`src/rtl/cla_pkg.sv`:
```
// cla_pkg: shared nibble width and FSM encoding for the serial CLA word adder
package cla_pkg;
  localparam int NIB_W = 4;
  typedef enum logic [1:0] {IDLE = 2'd0, RUN = 2'd1, DONE = 2'd2} state_t;
endpackage

```
`src/rtl/cla_serial_word_adder_if.sv`:
```
// cla_serial_word_adder_if: operand/result valid-ready bus of the serial adder
interface cla_serial_word_adder_if #(parameter int WIDTH = 16);
  logic in_valid, in_ready, cin, out_valid, out_ready, cout, ovf;
  logic [WIDTH-1:0] a, b, sum;
  modport master(output in_valid, a, b, cin, out_ready, input in_ready, out_valid, sum, cout, ovf);
  modport slave(input in_valid, a, b, cin, out_ready, output in_ready, out_valid, sum, cout, ovf);
endinterface

```
`src/rtl/carry_look_ahead_adder.sv`:
```
// carry_look_ahead_adder: 4-bit slice with fully expanded look-ahead carries
module carry_look_ahead_adder (
  input  logic [3:0] a,
  input  logic [3:0] b,
  input  logic       cin,
  output logic [3:0] sum,
  output logic       cout
);
  logic [3:0] g, p;
  logic [4:0] c;
  assign g = a & b;
  assign p = a ^ b;
  assign c[0] = cin;
  assign c[1] = g[0] | (p[0] & cin);
  assign c[2] = g[1] | (p[1] & g[0]) | (p[1] & p[0] & cin);
  assign c[3] = g[2] | (p[2] & g[1]) | (p[2] & p[1] & g[0]) | (p[2] & p[1] & p[0] & cin);
  assign c[4] = g[3] | (p[3] & g[2]) | (p[3] & p[2] & g[1]) | (p[3] & p[2] & p[1] & g[0])
              | (p[3] & p[2] & p[1] & p[0] & cin);
  assign sum = p ^ c[3:0];
  assign cout = c[4];
endmodule

```
`src/rtl/cla_serial_word_adder.sv`:
```
// cla_serial_word_adder: WIDTH-bit adder streaming one nibble per clock through a single CLA slice
module cla_serial_word_adder
  import cla_pkg::*;
#(
  parameter int WIDTH = 16
) (
  input logic clk,
  input logic rst_n,
  cla_serial_word_adder_if.slave bus
);
  localparam int NNIB = WIDTH / NIB_W;
  localparam int IW = NNIB > 1 ? $clog2(NNIB) : 1;
  state_t state_q, state_d;
  logic [IW-1:0] idx_q, idx_d;
  logic [WIDTH-1:0] a_q, a_d, b_q, b_d, sum_q, sum_d;
  logic carry_q, carry_d, in_ready_q, in_ready_d, out_valid_q, out_valid_d;
  logic cout_q, cout_d, ovf_q, ovf_d;
  logic [NIB_W-1:0] s;
  logic c, last;
  carry_look_ahead_adder u_slice (
    .a(a_q[NIB_W*idx_q +: NIB_W]),
    .b(b_q[NIB_W*idx_q +: NIB_W]),
    .cin(carry_q),
    .sum(s),
    .cout(c)
  );
  assign last = idx_q == IW'(NNIB - 1);
  always_comb begin
    state_d = state_q;
    idx_d = idx_q;
    a_d = a_q;
    b_d = b_q;
    sum_d = sum_q;
    carry_d = carry_q;
    in_ready_d = in_ready_q;
    out_valid_d = out_valid_q;
    cout_d = cout_q;
    ovf_d = ovf_q;
    case (state_q)
      IDLE: if (bus.in_valid) begin
        a_d = bus.a;
        b_d = bus.b;
        carry_d = bus.cin;
        idx_d = '0;
        in_ready_d = 1'b0;
        state_d = RUN;
      end
      RUN: begin
        sum_d[NIB_W*idx_q +: NIB_W] = s;
        carry_d = c;
        idx_d = idx_q + 1'b1;
        if (last) begin
          state_d = DONE;
          out_valid_d = 1'b1;
          cout_d = c;
          // the top nibble is still in flight, so take the sign from the slice output
          ovf_d = (a_q[WIDTH-1] == b_q[WIDTH-1]) && (s[NIB_W-1] != a_q[WIDTH-1]);
        end
      end
      DONE: if (bus.out_ready) begin
        out_valid_d = 1'b0;
        in_ready_d = 1'b1;
        state_d = IDLE;
      end
      default: state_d = IDLE;
    endcase
  end
  always_ff @(posedge clk or negedge rst_n)
    if (!rst_n) begin
      state_q <= IDLE;
      idx_q <= '0;
      a_q <= '0;
      b_q <= '0;
      sum_q <= '0;
      carry_q <= 1'b0;
      in_ready_q <= 1'b1;
      out_valid_q <= 1'b0;
      cout_q <= 1'b0;
      ovf_q <= 1'b0;
    end else begin
      state_q <= state_d;
      idx_q <= idx_d;
      a_q <= a_d;
      b_q <= b_d;
      sum_q <= sum_d;
      carry_q <= carry_d;
      in_ready_q <= in_ready_d;
      out_valid_q <= out_valid_d;
      cout_q <= cout_d;
      ovf_q <= ovf_d;
    end
  assign bus.in_ready = in_ready_q;
  assign bus.out_valid = out_valid_q;
  assign bus.sum = sum_q;
  assign bus.cout = cout_q;
  assign bus.ovf = ovf_q;
endmodule

```
`src/flat_wrapper.sv`:
```
// flat-port wrapper written by rule: the top's interface ports become plain ports
module cla_serial_word_adder_flat import cla_pkg::*;
#(
  parameter int WIDTH = 16
)
  (clk, rst_n, bus_in_valid, bus_a, bus_b, bus_cin, bus_out_ready, bus_in_ready, bus_out_valid, bus_sum, bus_cout, bus_ovf);
  cla_serial_word_adder_if #(.WIDTH(WIDTH)) bus_i ();
  input logic clk;
  input logic rst_n;
  input wire logic [$bits(bus_i.in_valid)-1:0] bus_in_valid;
  input wire logic [$bits(bus_i.a)-1:0] bus_a;
  input wire logic [$bits(bus_i.b)-1:0] bus_b;
  input wire logic [$bits(bus_i.cin)-1:0] bus_cin;
  input wire logic [$bits(bus_i.out_ready)-1:0] bus_out_ready;
  output wire logic [$bits(bus_i.in_ready)-1:0] bus_in_ready;
  output wire logic [$bits(bus_i.out_valid)-1:0] bus_out_valid;
  output wire logic [$bits(bus_i.sum)-1:0] bus_sum;
  output wire logic [$bits(bus_i.cout)-1:0] bus_cout;
  output wire logic [$bits(bus_i.ovf)-1:0] bus_ovf;
  assign bus_i.in_valid = bus_in_valid;
  assign bus_i.a = bus_a;
  assign bus_i.b = bus_b;
  assign bus_i.cin = bus_cin;
  assign bus_i.out_ready = bus_out_ready;
  assign bus_in_ready = bus_i.in_ready;
  assign bus_out_valid = bus_i.out_valid;
  assign bus_sum = bus_i.sum;
  assign bus_cout = bus_i.cout;
  assign bus_ovf = bus_i.ovf;
  cla_serial_word_adder #(.WIDTH(WIDTH)) u_core (.clk(clk), .rst_n(rst_n), .bus(bus_i));
endmodule
```
`config.mk`:
```
export PLATFORM = sky130hd
export DESIGN_NAME = cla_serial_word_adder_flat
export DESIGN_NICKNAME = d
export VERILOG_FILES = /design/src/rtl/cla_pkg.sv /design/src/rtl/cla_serial_word_adder_if.sv /design/src/rtl/carry_look_ahead_adder.sv /design/src/rtl/cla_serial_word_adder.sv /design/src/flat_wrapper.sv
export SDC_FILE = /design/constraint.sdc
export NUM_CORES = 1
export LEC_CHECK = 0
export CORE_MARGIN = 1
export CORE_UTILIZATION = 40
export DETAILED_ROUTE_END_ITERATION = 7
export PLACE_DENSITY = 0.68
export SYNTH_ARGS = -nofsm -noshare
export SYNTH_HDL_FRONTEND = slang
export SYNTH_SLANG_ARGS = --single-unit
export TNS_END_PERCENT = 20
```
`constraint.sdc`:
```
create_clock -name clk -period 2.7 [get_ports clk]
set_clock_uncertainty 0.05 [all_clocks]
set_input_delay 0.54 -clock clk [delete_from_list [all_inputs] [get_ports clk]]
set_output_delay 0.54 -clock clk [all_outputs]
set_load 0.005 [all_outputs]
```
==> impl_metrics.tcl, run 1 <==
set metrics [dict create \
    clk-insertion-delay-late_ns 0.33 \
    cp_cell_sequence "buf_4, mux4_2, ha_1, o21ai_0, o21a_1, or4_1, nand3_1" \
    cts.sinks 57 \
    place_inst 333 \
    wl_per_cell_um 15.4 \
    avgSynthCellArea_um2 13.2 \
    critPathBufInv 1 \
    crit_required_ns 2.92 \
    ir_drop_mv 0.770 \
    fin_setup_tns_ns 0 \
    drv_slew 0 \
    portBuffers 56 \
    start_util 0.417 \
    worstReg2RegEnd "u_core.bus.ovf" \
    cp_slowest_cell "mux4_2" \
    clkTransAtPathRegs_ns 0.06 \
    p_per_area_nw_per_um2 1350 \
    grt_overflow_total 0 \
    antenna_found_initial 0 \
    clk_root_buffer_cell "clkbuf_8" \
    worstPathMaxFanout 4 \
    synth_edf_count 0 \
    sw_frac_of_total 0.367 \
    clock.fmax_ghz 0.396 \
    place.gp.congestion 0.795 \
    synth_ff_type "dfrtp_1" \
    p_leak_nw 1.52 \
    setup_viol_count_final 0 \
    syn_nets 250 \
    synthCells 202 \
    slew_headroom 0.568 \
    ant_nets 0 \
    cp-start-kind "flip-flop" \
    seq_power_share 0.311 \
    rrSetupSlack_ns 0.18 \
    grt_util_all_layers 0.167 \
    grt_pass1_vias 1860 \
    cts_buffers 9 \
    grt_setup_unrepaired "no" \
    multi_input_area_um2 1180 \
    pwr-share-comb 0.501 \
    final-hold-violation-count 0 \
    rows 29 \
    num_vias 1832 \
    reg2reg_from "u_core.idx_q[0]" \
    drtPass1Iterations 4 \
    outcome "finished, final reports clean" \
    p_int_mw 3.05 \
    grt_max_degree 36 \
    layout-drive-gt1-share 0.240 \
    clockPowerShare 0.188 \
    synth-seq-cells 57 \
    arrival_ns 2.74 \
    crit_cells 7 \
    drt-initial-drc-count 85 \
    clk_path_buf_depth 2 \
    viasPerCell 5.26 \
    period_share 0.934 \
    yosysWarnings 0 \
    dieHeight_um 83.6 \
    worst-slew-pin-transition_ns 0.648 \
    startpoint "u_core.idx_q[0]" \
    die_w_um 83.6 \
    dieArea_um2 6990 \
    synthDistinctLibCells 33 \
    hp-class "in2async" \
    min_period_ns 2.52 \
    io_pins 57 \
    synth_area_um2 2660 \
    seqCellArea_um2 1430 \
    fin_nets 315 \
    drc_errors 0 \
    syn2layout_area_growth_pct 34.4 \
    place_hpwl_mm 3.95 \
    wirelength_mm 5.35 \
    cp-end-kind "flip-flop" \
    core_um2 6390 \
    grt_pass1_wl_mm 9.03 \
    yosysSeqAreaShare 0.536 \
    r2r_cells 7 \
    cts_hold_buf 0 \
    nFillCells 542 \
    maxCapViolCount 0 \
    instances_no_fill 348 \
    antenna_cells 0 \
    synth-async-reset-ratio 1.00 \
    cts_tree "done" \
    crit_type "reg2reg" \
    slowest_delay_ns 0.51 \
    switching_power_mw 1.77 \
    crit_family "simple AND/OR/NAND/NOR gates" \
    htreeDepth 3 \
]
cell families (layout without fill, tap and decap cells):
family / Yosys count / after routing / share of synthesized area
simple gates: 45 / 45 / 0.0879
buf+inv: 13 / 82 / 0.0216
mux: 40 / 40 / 0.203
xor+xnor: 2 / 2 / 0.00658
fa+ha+maj: 11 / 11 / 0.0545
compound gates: 34 / 34 / 0.0902
flops: 57 / 57 / 0.536
placed cells by master (no fill, tap or decap), types with 6 or more instances in the layout:
cell type / instances
clkdlybuf4s50_1: 55
clkbuf_8: 12
a22o_1: 8
dfrtp_1: 56
nand2_1: 21
o31ai_1: 7
mux4_2: 8
o21ai_0: 6
nor2_1: 7
mux2_2: 32
ha_1: 10
worst max-delay path by stage:
stage	to	slack, ns
after floorplan	u_core.bus.ovf	0.02
after global placement	u_core.bus.sum[15]	0.13
after detailed placement	u_core.bus.sum[3]	0.06
after CTS	u_core.bus.sum[11]	0.04
after global routing	u_core.bus.ovf	0.05
final	u_core.bus.ovf	0.18
sequential cells by signal (all words and copies together) (netlist names):
name                  count
u_core.idx_q              2
u_core.bus.cout           1
u_core.bus.sum           16
u_core.bus.out_valid      1
u_core.carry_q            1
u_core.state_q            2
u_core.a_q               16
u_core.bus.ovf            1
u_core.bus.in_ready       1
u_core.b_q               16
area by class of cell:
cell class,instances,area share
sequential,57,0.399
tap,77,0.0269
multi-input combinational,132,0.330
timing repair buffer,62,0.175
inverter,5,0.00524
clock inverter,2,0.0168
clock buffer,13,0.0472
repair_timing:
action,in CTS,in global routing
setup buffers,0,0
endpoints found under the setup margin,0,4
resized for setup,0,1
hold endpoints to repair,0,0
power groups by stage:
stage / logic, mW / clock network (mW) / registers [mW]
6_report: 2.42 / 0.907 / 1.50
5_1_grt: 2.66 / 0.977 / 1.55
4_1_cts: 2.42 / 0.933 / 1.51
3_5_place_dp: 2.41 / 0 / 1.52
3_3_place_gp: 2.34 / 0 / 1.52
2_1_floorplan: 1.66 / 0 / 1.42
synthesized netlist by cell type, drive strengths merged, types with 3 or more instances:
master  number  area share
dfrtp       56        0.53
mux2        32        0.14
nand2       21       0.030
ha          10       0.047
a22o         8       0.026
mux4         8       0.068
nor2         7      0.0099
o31ai        7       0.020
buf          6       0.011
o21ai        6       0.011
a21oi        5      0.0094
inv          5      0.0070
nand3        4      0.0075
nor3         3      0.0056
o41ai        3      0.0099
routing by layer:
layer,global-route usage,share of wire
met5,0,0
met2,0.267,0.50
met3,0.0603,0.055
met1,0.213,0.44
met4,0.0508,0.0067
through the flow:
stage	area, µm²	setup slack (ns)	hold slack [ns]	power, mW	util
after floorplan	2670	0.0208	0.194	3.08	-
after global placement	3350	0.130	0.415	3.86	0.524
after detailed placement	3350	0.0646	0.418	3.93	0.524
after CTS	3570	0.0390	0.190	4.87	0.560
after global routing	3580	0.0482	0.226	5.20	0.561
final	3580	0.178	0.180	4.83	0.561
No activity file was read; power rests on OpenSTA's default activity.
==> run 2, diff against run 1 <==
--- a/config.mk
+++ b/config.mk
@@ -5,6 +5,7 @@
 export SDC_FILE = /design/constraint.sdc
 export NUM_CORES = 1
 export LEC_CHECK = 0
+export CAP_MARGIN = 25
 export CORE_MARGIN = 1
 export CORE_UTILIZATION = 40
 export DETAILED_ROUTE_END_ITERATION = 7
==> constraint.sdc (replaced) <==
create_clock -name clk -period 2.7 [get_ports clk]
set_clock_uncertainty 0.05 [all_clocks]
set_input_delay 0.27 -clock clk [delete_from_list [all_inputs] [get_ports clk]]
set_output_delay 0.27 -clock clk [all_outputs]
set_load 0.005 [all_outputs]
==> impl_metrics.tcl, run 2 (synthesis results as in run 1) <==
set metrics [dict create \
    grt_setup_unrepaired "no" \
    layout-drive-gt1-share 0.232 \
    num_vias 1829 \
    portBuffers 56 \
    hp-class "in2async" \
    cp_cell_sequence "buf_4, mux4_2, ha_1, o21ai_0, o21a_1, or4_1, nand3_1" \
    setup_viol_count_final 0 \
    fin_nets 316 \
    place_hpwl_mm 3.87 \
    holdWs_ns 0.0181 \
    drc_errors 0 \
    cp-start-kind "flip-flop" \
    drv_slew 0 \
    clock.fmax_ghz 0.399 \
    final-hold-violation-count 0 \
    wirelength_mm 5.28 \
    cp-end-kind "flip-flop" \
    min_period_ns 2.51 \
    start_util 0.417 \
    p_per_area_nw_per_um2 1320 \
    drt-initial-drc-count 84 \
    grt_util_all_layers 0.171 \
    grt_overflow_total 0 \
    cts_buffers 9 \
    dpl_worst_slack_ns -0.0358 \
    fin_util 0.547 \
    antenna_found_initial 0 \
    final_cell_mix "dfrtp_1, clkdlybuf4s50_1, mux2_2" \
    viasPerCell 5.26 \
    ant_nets 0 \
    outcome "finished, final reports clean" \
    cts_hold_buf 0 \
    reg2reg_from "u_core.idx_q[0]" \
    period_share 0.928 \
    p_leak_nw 1.49 \
    final_common_cell "dfrtp_1" \
    core_um2 6390 \
    io_pins 57 \
    die_w_um 83.6 \
    place.gp.congestion 0.793 \
    clkTransAtPathRegs_ns 0.06 \
    setup_ws_ns 0.195 \
    syn2layout_area_growth_pct 31.3 \
    grt_pass1_wl_mm 9.22 \
    cts_resized 1 \
    cp_slowest_cell "mux4_2" \
    cts.sinks 57 \
    rows 29 \
    finalPower_mw 4.60 \
    dieHeight_um 83.6 \
    crit_type "reg2reg" \
    grt_pass1_vias 1865 \
    antenna_cells 0 \
    slew_headroom 0.521 \
    clk_path_buf_depth 2 \
    drtPass1Iterations 4 \
    maxCapViolCount 0 \
    worstPathMaxFanout 5 \
    crit_required_ns 2.92 \
    clk_root_buffer_cell "clkbuf_8" \
    wl_per_cell_um 15.2 \
    arrival_ns 2.72 \
    htreeDepth 3 \
    ir_drop_mv 0.761 \
    cts_tree "done" \
    grt_max_degree 58 \
    slowest_delay_ns 0.51 \
    clk-insertion-delay-late_ns 0.33 \
    dieArea_um2 6990 \
    startpoint "u_core.idx_q[0]" \
    cts_setup_buffers 0 \
    worst-slew-pin-transition_ns 0.718 \
]
run 2: changes by cell type in the layout (fill, tap and decap cells not counted):
cell       change
buf_12         -2
clkbuf_1       +2
bufinv_16      -2
clkbuf_8       -1
buf_4          +3
run 2: worst paths after layout:
kind,slack (ns),to,cells past startpoint
worst min register to register,0.43,u_core.bus.sum[9],2
worst max-delay path,0.19,u_core.bus.ovf,7
worst min-delay path,0.02,u_core.state_q[1],2
max in group asynchronous,2.10,u_core.b_q[15],2
min in group clk,0.43,u_core.bus.sum[9],2
worst max register to register,0.19,u_core.bus.ovf,7
run 2: report_power, final:
group	switching (mW)	internal (mW)	leakage, nW
sequential	0.269	1.24	0.702
combinational	1.20	1.22	0.704
clock	0.306	0.374	0.0826
run 2: cell type report:
type / count / area (µm²)
Clock buffer: 14 / 163
Fill cell: 565 / 2890
Inverter: 5 / 18.8
Multi-Input combinational cell: 132 / 1180
Sequential cell: 57 / 1430
Tap cell: 77 / 96.3
Timing Repair Buffer: 63 / 608
run 2: layer usage:
| metal | GRT usage | part of all wire | vias to the layer above |
|---|---|---|---|
| li1 | - | - | 869 |
| met1 | 0.224 | 0.46 | 904 |
| met2 | 0.260 | 0.48 | 50 |
| met3 | 0.0574 | 0.047 | 6 |
| met4 | 0.0693 | 0.012 | 0 |
| met5 | 0 | 0 | - |
run 2: per-stage QoR:
stage | area, µm² | setup TNS [ns] | instances
after floorplan | 2670 | 0 | 202
after global placement | 3330 | 0 | 334
after detailed placement | 3330 | -0.101 | 334
after CTS | 3500 | 0 | 348
after global routing | 3500 | 0 | 348
final | 3500 | 0 | 348
run 2: critical path: cells and delay by family (launching register included):
kind	cells	cell delay, ns
mux	1	0.51
simple gates	2	0.56
buf+inv	1	0.20
fa+ha+maj	1	0.36
flops	1	0.46
compound gates	2	0.31
